### src/rtl/lx_bus_arbiter.sv
// Coherence bus arbiter: one-hot registered grants for NUM_PORTS L1 requesters
// plus the Lx interface, with round-robin L1 service, bounded Lx priority and a hold watchdog.
module lx_bus_arbiter #(
    parameter int unsigned NUM_PORTS = 4,
    parameter int unsigned MAX_HOLD  = 64,
    parameter int unsigned HOLD_BITS = 8
) (
    input  logic                         clock,
    input  logic                         reset,
    input  logic [NUM_PORTS-1:0]         requests,
    input  logic                         lx_request,
    output logic [NUM_PORTS-1:0]         grant,
    output logic                         lx_grant,
    output logic [$clog2(NUM_PORTS)-1:0] grant_id,
    output logic                         bus_busy,
    output logic                         hold_timeout
);

    localparam int unsigned ID_W = $clog2(NUM_PORTS);

    typedef enum logic [1:0] {
        IDLE    = 2'd0,
        GRANT   = 2'd1,
        RELEASE = 2'd2
    } state_t;

    state_t                 state_q, state_d;
    logic [ID_W-1:0]        rr_ptr_q, rr_ptr_d;
    logic                   lx_skip_q, lx_skip_d;
    logic [HOLD_BITS-1:0]   hold_cnt_q, hold_cnt_d;

    logic [NUM_PORTS-1:0]   grant_d;
    logic                   lx_grant_d;
    logic [ID_W-1:0]        grant_id_d;
    logic                   bus_busy_d;
    logic                   hold_timeout_d;

    logic                   l1_found;
    logic [ID_W-1:0]        l1_win;
    logic [ID_W-1:0]        cand;
    logic                   lx_wins;
    logic                   owner_held;

    // Round-robin search starting just above the last L1 winner; the index wraps
    // naturally because NUM_PORTS is a power of two.
    always_comb begin
        l1_found = 1'b0;
        l1_win   = '0;
        cand     = '0;
        for (int unsigned i = 1; i <= NUM_PORTS; i++) begin
            cand = rr_ptr_q + ID_W'(i);
            if (!l1_found && requests[cand]) begin
                l1_found = 1'b1;
                l1_win   = cand;
            end
        end
        // Lx yields once after its own grant, unless no L1 port is asking.
        lx_wins = lx_request && (!lx_skip_q || !l1_found);
    end

    assign owner_held = lx_grant ? lx_request : requests[grant_id];

    // Next-state and next-output logic.
    always_comb begin
        state_d        = state_q;
        rr_ptr_d       = rr_ptr_q;
        lx_skip_d      = lx_skip_q;
        hold_cnt_d     = hold_cnt_q;
        grant_d        = grant;
        lx_grant_d     = lx_grant;
        grant_id_d     = grant_id;
        bus_busy_d     = bus_busy;
        hold_timeout_d = hold_timeout;

        case (state_q)
            IDLE, RELEASE: begin
                grant_d    = '0;
                lx_grant_d = 1'b0;
                grant_id_d = '0;
                bus_busy_d = 1'b0;
                if (lx_wins) begin
                    state_d    = GRANT;
                    lx_grant_d = 1'b1;
                    bus_busy_d = 1'b1;
                    lx_skip_d  = 1'b1;
                    hold_cnt_d = '0;
                end else if (l1_found) begin
                    state_d          = GRANT;
                    grant_d[l1_win]  = 1'b1;
                    grant_id_d       = l1_win;
                    bus_busy_d       = 1'b1;
                    lx_skip_d        = 1'b0;
                    rr_ptr_d         = l1_win;
                    hold_cnt_d       = '0;
                end else begin
                    state_d = IDLE;
                end
            end
            GRANT: begin
                hold_cnt_d = (hold_cnt_q == '1) ? hold_cnt_q : hold_cnt_q + HOLD_BITS'(1);
                if (hold_cnt_d == HOLD_BITS'(MAX_HOLD)) begin
                    hold_timeout_d = 1'b1;
                end
                if (!owner_held) begin
                    state_d    = RELEASE;
                    grant_d    = '0;
                    lx_grant_d = 1'b0;
                    grant_id_d = '0;
                    bus_busy_d = 1'b0;
                end
            end
            default: begin
                state_d    = IDLE;
                grant_d    = '0;
                lx_grant_d = 1'b0;
                grant_id_d = '0;
                bus_busy_d = 1'b0;
            end
        endcase
    end

    // State and output registers; reset clears grants immediately.
    always_ff @(posedge clock or negedge reset) begin
        if (!reset) begin
            state_q      <= IDLE;
            rr_ptr_q     <= ID_W'(NUM_PORTS - 1);
            lx_skip_q    <= 1'b0;
            hold_cnt_q   <= '0;
            grant        <= '0;
            lx_grant     <= 1'b0;
            grant_id     <= '0;
            bus_busy     <= 1'b0;
            hold_timeout <= 1'b0;
        end else begin
            state_q      <= state_d;
            rr_ptr_q     <= rr_ptr_d;
            lx_skip_q    <= lx_skip_d;
            hold_cnt_q   <= hold_cnt_d;
            grant        <= grant_d;
            lx_grant     <= lx_grant_d;
            grant_id     <= grant_id_d;
            bus_busy     <= bus_busy_d;
            hold_timeout <= hold_timeout_d;
        end
    end

endmodule

### config.mk
export PLATFORM = sky130hd
export DESIGN_NAME = lx_bus_arbiter
export DESIGN_NICKNAME = d
export VERILOG_FILES = /design/src/rtl/lx_bus_arbiter.sv
export SDC_FILE = /design/constraint.sdc
export NUM_CORES = 1
export LEC_CHECK = 0
export CORE_MARGIN = 8
export CORE_UTILIZATION = 48
export CTS_CLUSTER_SIZE = 16
export DETAILED_ROUTE_END_ITERATION = 12
export PLACE_DENSITY = 0.74
export SYNTH_ARGS = -nofsm -noshare
export SYNTH_HDL_FRONTEND = slang
export SYNTH_SLANG_ARGS = --single-unit
### constraint.sdc
create_clock -name clock -period 1.7 [get_ports clock]
set_clock_uncertainty 0.2 [all_clocks]
set_input_delay 0.17 -clock clock [delete_from_list [all_inputs] [get_ports clock]]
set_output_delay 0.17 -clock clock [all_outputs]
set_load 0.01 [all_outputs]
-- Yosys cells after proc, flatten, opt, wreduce, memory -nomap -nowiden
Cells that the tools add are included.
- add/subtract/negate cells: 4
- magnitude comparators: 7
- bitwise operators: 1
- reductions and logical operators: 19
- mux-type cells: 45
- equality and inequality tests: 6
- operators with widths (operator ; number):
    $mux 8 ; 3
    $mux 1 ; 19
    $lt 2x3->1 const B ; 6
    $mux 2 ; 8
    $pmux 8 s2 ; 1
    $mux 4 ; 3
    $bmux 1 s2 ; 5
    $add 8x1->8 const B ; 1
    $eq 8x7->1 const B ; 1
    $eq 8x8->1 const B ; 1
    $pmux 2 s2 ; 2
    $pmux 4 s2 ; 1
    $reduce_and 2->1 ; 3
    $logic_and 1x1->1 ; 5
    $logic_not 1->1 ; 5
    $add 2x2->2 const B ; 2
    $pmux 1 s2 ; 2
    $reduce_bool 2->1 ; 2
    $ne 3x3->1 const B ; 1
    $reduce_and 3->1 ; 1
    $add 2x1->2 const B ; 1
    $demux 1 s2 ; 1
    $eq 2x1->1 const B ; 1
    $eq 2x2->1 const B ; 1
    other kinds (6) ; 6
- logic and storage cells: 91
- output and inout port bits: 9
- register bits: 22

-- Logic depth before layout (Yosys ltp)
Gate-level depths: netlist of the first run.
- depth after elaboration: 20
- mapped depth: 6
- mapped depth without buffers: 5

-- Least setup slack after synthesis of the first run
Ideal clock, no wire load.
- path kind: reg2reg
- start: reg grant_id[1]
- end: reg grant[2]
- path buffers: 0
- cell stages (with the launch flop): 5
- period minus slack after synthesis: 1.857 ns
- arrival time: 1.536 ns
- slack: -0.157 ns
- setup time: 0.122 ns
- required time: 1.378 ns
- cell sequence: dfrtp_1 -> mux4_2 -> mux2_4 -> and2_4 -> a32o_1
- longest elaborated chain between the ends: 4
- ends and longest elaborated chain (element ; line ; source):
    start: declaration ; 14 ; output logic [$clog2(NUM_PORTS)-1:0] grant_id,
    start signal: assignment ; 141 ; grant_id <= grant_id_d;
    $bmux 1 s2 ; 61 ; assign owner_held = lx_grant ? lx_request : requests[grant_id];
    $mux 1 (not written as such) ; 61 ;
    $mux 1 ; 61 ;
    $ne 2x2->1 (no source line) ; n/a ;
    end signal: assignment ; 139 ; grant <= grant_d;
    end: declaration ; 12 ; output logic [NUM_PORTS-1:0] grant,
No other way between the ends. The select of a mux whose other input is x is not followed.
A chain may end at the register's enable or synchronous reset.

-- Worst setup path in the final report of the first run
Same ends and word-level chain as after synthesis.

==> results.ini, run 1 <==
[outcome]
outcome = finished, violations left
violations = setup timing

[worst_setup_path]
crit_family = multiplexers
path_cells = mux4_2 > mux2_4 > and2_4 > a32o_1
path_max_fanout = 5
critPathKind = register to register
path_buf_inv = 0
crit_path_end_kind = register
ff2ff_setup_slack_ns = -0.15
arrival_ns = 1.87
startpoint_type = register
crit_required_ns = 1.72
cp_slowest_cell = mux4_2
slowest_delay_ns = 0.51

[floorplan]
dieArea_um2 = 4410
fp.dieH_um = 66.4
pin_count = 16
start_util_pct = 49.7
rows = 18
fp.dieW_um = 66.4
core-area_um2 = 2450

[placement]
post-place-cells = 190
gp_congestion = 0.874
hpwl_mm = 2.32
post_dp_cell_area_um2 = 1580
port_buffers = 15

[sta]
min_period_over_period_pct = 109
drv_slew = 0
slew_headroom_pct = 77.0
worst_pin_slew_ns = 0.342
setup-tns-final_ns = -0.819
rsz0062_at_grt = true
layout_min_cycle_time_ns = 1.85
fin_ws_ns = -0.149
hold_violations = 0
max_freq_mhz = 541
finalSetupViolations = 8

[route]
dr_total_vias = 1128
avgRoutedWirePerCell_um = 16.0
drc_errors = 0
drtAntennaViolNets = 0
first_pass_iters = 4
drt-total-wl_mm = 3.12
initialDrtViolationCount = 86
viasPerCell = 5.78

[global_routing]
grt_pass1_wl_mm = 5.45
grt_usage_pct = 16.0
overflow = 0
grt_pass1_vias = 1185
grt_max_degree = 23
antenna_found_initial = 0

[cts]
insertion_delay_ns = 0.32
cts_made_buffers = 3
cts_tree = done
clock-root-buffer = clkbuf_4
path_clk_slew_ns = 0.13
post_cts_buffers = 0
clk_path_buf_depth = 2
h-tree-depth = 1
clock-sinks = 22

[yosys]
synth_fa_ha_area_share_pct = 1.02
async_reset_ff_share_pct = 100
yosysUniqueCellTypes = 44
ys_seq_elements = 22
synth-compound-area-share_pct = 26.3
syn_inst = 125
synth_simple_gate_area_share_pct = 17.7
yosysSeqAreaShare_pct = 45.3
synth_edf_count = 0
yosysWarnings = 0
avgSynthCellArea_um2 = 9.77
synth_area_um2 = 1220
synth_ff_type = dfrtp_1
synth_xor_area_share_pct = 0.717
synthMuxAreaShare_pct = 5.74
synth_top_family_by_area = compound AO/OA/AOI/OAI gates
synthesis.nets = 133

[final_layout]
final_cells = 195
nets = 174
antenna_cells = 0
postLayoutCellArea_um2 = 1650
final_common_cell = buf_4
synthToLayoutAreaGrowth_pct = 35.5
layout-drive-gt1-share_pct = 27.3
layout_common_cells = buf_4, dfrtp_1, clkdlybuf4s50_1

[pwr]
finalPower_mw = 2.32
vdd_drop_max_mv = 1.10
leakage_nw = 0.765
powerDensity_nw_per_um2 = 1400

[hold_path]
hold_path_class = register to register

[job]
max_cap_viol_count = 0

==> power by group <==
group	leakage [nW]	switching, mW	internal [mW]
clock network	0.0210	0.165	0.131
registers	0.287	0.164	0.698
logic	0.457	0.539	0.624
total	0.765	0.867	1.45
==> stage by stage <==
step	setup slack [ns]	util, %	hold slack [ns]
5_1_grt	-0.193	67.4	0.322
4_1_cts	-0.142	66.2	0.296
3_3_place_gp	-0.419	64.3	0.248
2_1_floorplan	-0.157	-	-0.326
6_report	-0.149	67.4	0.299
3_5_place_dp	-0.443	64.3	0.260
==> Yosys cell counts (all sizes together), types with 2 or more instances <==
cell      n  area (µm²)
dfrtp    20         500
a21oi     9        45.0
nand2     9        33.8
o21ai     9        45.0
nor2      7        26.3
and2      5        33.8
inv       5        18.8
nand2b    5        31.3
a31oi     4        31.3
clkbuf    4        15.0
o31ai     4        30.0
a22o      3        26.3
mux2      3        37.5
nand3     3        15.0
a21o      2        15.0
a32o      2        20.0
dfstp     2        52.6
nand3b    2        15.0
nor3      2        10.0
o21a      2        15.0
o2bb2ai   2        17.5
or3       2        12.5
==> what timing repair did <==
action,in CTS,in global routing
endpoints found under the hold margin,20,0
pin swaps,2,2
endpoints found under the setup margin,11,12
hold buffers,1,0
gates resized for setup,4,7
gates cloned,0,0
==> path summary, 6_finish.rpt <==
check / start / endpoint / cells past startpoint
min in group asynchronous: reset / grant_id[1] / 3
max in group asynchronous: reset / rr_ptr_q[0] / 3
hold reg to reg: hold_timeout / hold_timeout / 1
hold / removal: hold_timeout / hold_timeout / 1
setup reg to reg: grant_id[1] / grant[2] / 4
setup / recovery: grant_id[1] / grant[2] / 4
==> flip-flops by register name, indices dropped and copies added, names as in the netlist <==
name / count
hold_timeout: 1
bus_busy: 1
grant: 4
lx_grant: 1
hold_cnt_q: 8
state_q: 2
rr_ptr_q: 2
lx_skip_q: 1
grant_id: 2
==> worst reg2reg max path: cells and delay by family, from the launching register on <==
family / cells / cell delay [ns]
AO/OA/AOI/OAI: 1 / 0.21
flip-flops: 1 / 0.39
multiplexers: 2 / 0.80
AND/OR/NAND/NOR: 1 / 0.15
==> per-layer routing <==
layer | up-vias | routed length, µm | global-route usage (%) | part of all wire (%)
met1 | 549 | 1360 | 18.9 | 44
met3 | 6 | 157 | 4.75 | 5.0
met2 | 27 | 1550 | 25.5 | 50
met5 | - | 0 | 0 | 0
li1 | 546 | - | - | -
met4 | 0 | 48 | 8.53 | 1.5
==> cell type report <==
class	instances	area, µm²
Timing Repair Buffer	41	348
Tap cell	30	37.5
Clock buffer	4	36.3
Sequential cell	22	553
Inverter	5	18.8
Multi-Input combinational cell	93	661
Fill cell	192	801
==> cells by family after synthesis <==
family,after synthesis
AO/OA/AOI/OAI,46
XOR/XNOR,1
adder cells (fa/ha/maj),1
buffers and inverters,10
flip-flops,22
multiplexers,5
AND/OR/NAND/NOR,40
Power figures use the tool's default switching activity.
==> run 2: changes to the inputs <==
- SETUP_SLACK_MARGIN: unset -> 0.15
- SKIP_CTS_REPAIR_TIMING: unset -> 1
- SKIP_LAST_GASP: unset -> 1
==> run 2 against run 1 <==
  * The flow finishes with violations (hold timing, setup timing)
  * Setup slack lost 0.0013 ns
  * Power grew 6.1%
  * Critical path depth is the same
  * Wire length grew 11%
==> results.ini, run 2 (same netlist as run 1, synthesis figures left out) <==
[outcome]
outcome = finished, violations left
violations = hold timing, setup timing

[placement]
gp_congestion = 0.844  ; -3.4%
hpwl_mm = 2.36  ; +1.8%
port_buffers = 15  ; unchanged

[route]
first_pass_iters = 4  ; unchanged
drc_errors = 0  ; unchanged
viasPerCell = 6.00  ; +3.6%
dr_total_vias = 1211  ; +7.4%
drtAntennaViolNets = 0  ; unchanged
initialDrtViolationCount = 53  ; -38%
avgRoutedWirePerCell_um = 17.1  ; +6.8%
drt-total-wl_mm = 3.45  ; +11%

[final_layout]
largest_reg_flops = 8  ; unchanged
fillCellCount = 169  ; -12%
top_register = hold_cnt_q
final_common_cell = buf_4
layout_common_cells = buf_4, dfrtp_1, dlymetal6s2s_1
nets = 181  ; +4.0%
synthToLayoutAreaGrowth_pct = 48.4
layout-drive-gt1-share_pct = 37.8  ; +11 points
top_regs = hold_cnt_q (8), grant (4)
antenna_cells = 0  ; unchanged

[floorplan]
start_util_pct = 49.7  ; unchanged
core-area_um2 = 2450  ; unchanged
dieArea_um2 = 4410  ; unchanged
fp.dieW_um = 66.4  ; unchanged
rows = 18  ; unchanged
pin_count = 16  ; unchanged
fp.dieH_um = 66.4  ; unchanged

[global_routing]
gr-usage-met3_pct = 4.24  ; -0.51 points
grtUsageMet2_pct = 26.3  ; +0.84 points
overflow = 0  ; unchanged
grt_usage_pct = 15.6  ; -0.38 points
antenna_found_initial = 0  ; unchanged
grt.busiest_layer = met2
grt_pass1_wl_mm = 5.38  ; -1.3%
grt_use_met1_pct = 17.9  ; -0.98 points
grt_pass1_vias = 1145  ; -3.4%
grt_max_degree = 23  ; unchanged

[pwr]
finalPower_mw = 2.46  ; +6.1%
vdd_drop_max_mv = 1.06  ; -3.2%
leakage_nw = 0.964  ; +26%
powerDensity_nw_per_um2 = 1360  ; -3.2%

[worst_setup_path]
path_max_fanout = 5  ; unchanged
startpoint_type = register
crit_path_end_kind = register
slowest_delay_ns = 0.51  ; about the same
critPathKind = register to register
arrival_ns = 1.85  ; -0.02 ns
crit_required_ns = 1.70  ; -0.02 ns
path_cells = mux4_2 > mux2_4 > and2_4 > a32o_1
cp_slowest_cell = mux4_2

[cts]
cts_made_buffers = 3  ; unchanged
clk_path_buf_depth = 2  ; unchanged
cts_tree = done
clock-root-buffer = clkbuf_4
insertion_delay_ns = 0.31  ; about the same
path_clk_slew_ns = 0.12  ; about the same
h-tree-depth = 1  ; unchanged
clock-sinks = 22  ; unchanged

[sta]
rsz0062_at_grt = true
layout_min_cycle_time_ns = 1.85  ; +0.00131 ns
hold_violations = 2  ; +2
min_period_over_period_pct = 109  ; about the same
drv_slew = 0  ; unchanged
worst_pin_slew_ns = 0.322  ; -0.0198 ns
holdWs_ns = -0.00256  ; -0.301 ns
finalSetupViolations = 8  ; unchanged
fin_ws_ns = -0.150  ; -0.00131 ns
max_freq_mhz = 541  ; about the same
slew_headroom_pct = 78.3  ; +1.4 points

[job]
max_cap_viol_count = 0  ; unchanged

[hold_path]
hold_path_class = input port to asynchronous set/reset pin

run 2: area by class of cell:
type	instances	area, µm²	area share (%)
inverter	5	18.8	1.04
sequential	22	558	30.8
multi-input combinational	93	724	40.0
tap	30	37.5	2.07
clock buffer	4	36.3	2.00
timing repair buffer	48	437	24.1
run 2: final timing paths:
check	startpoint	to	slack, ns	cells past startpoint
worst min register to register	hold_timeout	hold_timeout	0.27	1
worst max-delay path	grant_id[1]	grant[2]	-0.15	4
worst min-delay path	reset	hold_cnt_q[5]	-0.003	2
min in group clock	requests[0]	rr_ptr_q[0]	0.13	3
worst max register to register	grant_id[1]	grant[2]	-0.15	4
max in group asynchronous	reset	rr_ptr_q[1]	1.02	2
run 2: critical path, delay by kind of cell, from the launching register on:
kind            cells  cell delay (ns)
compound gates      1             0.20
flops               1             0.39
mux                 2             0.80
simple gates        1             0.16
run 2: through the flow:
stage	utilization (%)	cell area (µm²)	TNS (ns)	std cells	setup WS (ns)
5_1_grt	73.8	1810	-0.967	202	-0.189
6_report	73.8	1810	-0.623	202	-0.150
2_1_floorplan	-	1270	-0.626	125	-0.157
4_1_cts	66.3	1630	-0.769	192	-0.163
3_5_place_dp	64.8	1590	-6.05	188	-0.432
3_3_place_gp	64.8	1590	-5.42	188	-0.383
run 2: routing by layer:
metal / routed length (µm) / share of wire (%)
met3: 164 / 4.8
met1: 1450 / 42
met5: 0 / 0
met4: 57 / 1.7
met2: 1780 / 52
run 2: power breakdown:
group / switching [mW] / total [mW] / internal [mW]
clock: 0.159 / 0.290 / 0.131
combinational: 0.593 / 1.30 / 0.710
sequential: 0.165 / 0.868 / 0.703
total: 0.917 / 2.46 / 1.54
==> run 3: changes to the inputs <==
- clock period: 1.7 -> 1.6 ns (I/O delays scaled with it)
==> run 3 against run 2 <==
  * Critical endpoint unchanged
  * Sequential power is 3.1% higher
  * The flow finishes with violations (setup timing)
  * Highest routed layer unchanged
  * Largest power group unchanged
  * Utilization is 1.6 points higher
  * Die area unchanged
  * Sequential share of layout area decreased by 0.87 points
  * Power is 9.3% higher
  * Via count fell by 3.1%
  * Critical path type unchanged
  * Combinational power rose by 17%
==> results.ini, run 3 (same netlist as run 1, synthesis figures left out) <==
[outcome]
outcome = finished, violations left
violations = setup timing

[worst_setup_path]
rr_endpoint = grant[2]
arrival_ns = 1.89  ; +0.04 ns
critPathKind = register to register
crit_required_ns = 1.61  ; -0.09 ns
ff2ff_setup_slack_ns = -0.28  ; -0.13 ns
r2r_cells = 4  ; unchanged
path_max_fanout = 5  ; unchanged
regToRegStartpoint = grant_id[1]
startpoint_type = register
crit_path_end_kind = register

[route]
drt-total-wl_mm = 3.37  ; -2.3%
avgRoutedWirePerCell_um = 16.4  ; -3.8%
dr_total_vias = 1174  ; -3.1%
drc_errors = 0  ; unchanged
met1Wirelength_mm = 1.45  ; unchanged
viasPerCell = 5.73  ; -4.5%
dr_wl_met3_um = 103  ; -37%
wl_met2_mm = 1.77  ; -0.51%
drtAntennaViolNets = 0  ; unchanged
initialDrtViolationCount = 46  ; -13%
highest_layer = met4
first_pass_iters = 4  ; unchanged

[cts]
cts_made_buffers = 3  ; unchanged
h-tree-depth = 1  ; unchanged
clk_path_buf_depth = 2  ; unchanged
insertion_delay_ns = 0.31  ; about the same
cts_tree = done
clock-sinks = 22  ; unchanged
clock-root-buffer = clkbuf_4
path_clk_slew_ns = 0.12  ; about the same

[final_layout]
synthToLayoutAreaGrowth_pct = 51.6
top_regs = hold_cnt_q (8), grant (4)
final_common_cell = buf_4
antenna_cells = 0  ; unchanged
fillCellCount = 175  ; +3.6%
largest_reg_flops = 8  ; unchanged
layout_common_cells = buf_4, dfrtp_1, dlymetal6s2s_1
nets = 184  ; +1.7%
final_core_util_pct = 75.4  ; +1.6 points
top_register = hold_cnt_q
layout-drive-gt1-share_pct = 37.7  ; -0.076 points

[pwr]
leakage_nw = 0.961  ; -0.30%
powerDensity_nw_per_um2 = 1450  ; +6.9%
vdd_drop_max_mv = 1.25  ; +17%

[global_routing]
grt_pass1_wl_mm = 5.44  ; +1.0%
antenna_found_initial = 0  ; unchanged
grt_pass1_vias = 1183  ; +3.3%
overflow = 0  ; unchanged
grt_max_degree = 23  ; unchanged
grt_usage_pct = 15.9  ; +0.30 points

[floorplan]
fp.dieH_um = 66.4  ; unchanged
fp.dieW_um = 66.4  ; unchanged
pin_count = 16  ; unchanged
rows = 18  ; unchanged
core-area_um2 = 2450  ; unchanged
start_util_pct = 49.7  ; unchanged
dieArea_um2 = 4410  ; unchanged

[job]
max_cap_viol_count = 0  ; unchanged

[placement]
port_buffers = 15  ; unchanged
hpwl_mm = 2.43  ; +3.0%
pre_cts_slack_ns = -0.464  ; -0.0318 ns
gp_congestion = 0.836  ; -0.91%

[sta]
layout_min_cycle_time_ns = 1.88  ; +0.0329 ns
setup-tns-final_ns = -2.04  ; -1.42 ns
rsz0062_at_grt = true
min_period_over_period_pct = 118  ; +8.9 points
hold_violations = 0  ; -2
worst_pin_slew_ns = 0.406  ; +0.0831 ns
finalSetupViolations = 11  ; +3
fin_ws_ns = -0.283  ; -0.133 ns
max_freq_mhz = 531  ; -1.7%
slew_headroom_pct = 72.7  ; -5.6 points
drv_slew = 0  ; unchanged

[hold_path]
hold_path_class = input port to register
min_from = requests[0]
min_path_cells = 5
hold_end = rr_ptr_q[0]

-- run 3: changes by cell type in the layout (fill, tap and decap cells not counted), sizes merged --
cell / change
dlymetal6s2s: -1
dlygate4sd3: +1
buf: +3
-- run 3: cell type report --
class / count / area [µm²] / share of cell area (%)
multi-input cells: 93 / 754 / 40.7
flip-flops and latches: 22 / 554 / 29.9
repair buffers: 51 / 460 / 24.9
well taps: 30 / 37.5 / 2.03
clock buffers: 4 / 26.3 / 1.42
inverters: 5 / 18.8 / 1.01
-- run 3: metrics by stage --
step | instances | hold slack (ns) | power, mW | instance area [µm²]
after global placement | 197 | 0.252 | 2.17 | 1670
final | 205 | 0.276 | 2.69 | 1850
after CTS | 201 | -0.0111 | 2.49 | 1700
after floorplan | 125 | -0.336 | 1.63 | 1280
after detailed placement | 197 | 0.280 | 2.21 | 1670
after global routing | 205 | 0.303 | 2.88 | 1850
-- run 3: how the worst max path moves through the flow --
stage / depth (start not counted) / to / from / slack [ns]
floorplan: 4 / grant[2] / grant_id[1] / -0.26
global placement: 5 / grant[3] / requests[2] / -0.43
detailed placement: 5 / grant[2] / requests[2] / -0.46
CTS: 4 / grant[2] / grant_id[1] / -0.27
global route: 4 / grant[3] / grant_id[1] / -0.34
finish: 4 / grant[2] / grant_id[1] / -0.28
-- run 3: report_power, final --
group	internal (mW)	leakage, nW	switching, mW
logic	0.813	0.660	0.710
clock network	0.0975	0.0150	0.174
registers	0.743	0.286	0.152
-- run 3: routing by layer --
metal	track usage (%)	vias up
met5	0	-
met4	6.13	0
met1	19.2	581
met2	26.8	18
li1	-	570
met3	3.39	5
-- run 3: critical path: stages, from the launching register on --
cell and delay (ns):
dfrtp_1 0.40, mux4_2 0.52, mux2_4 0.28, and2_4 0.18, a32o_1 0.20
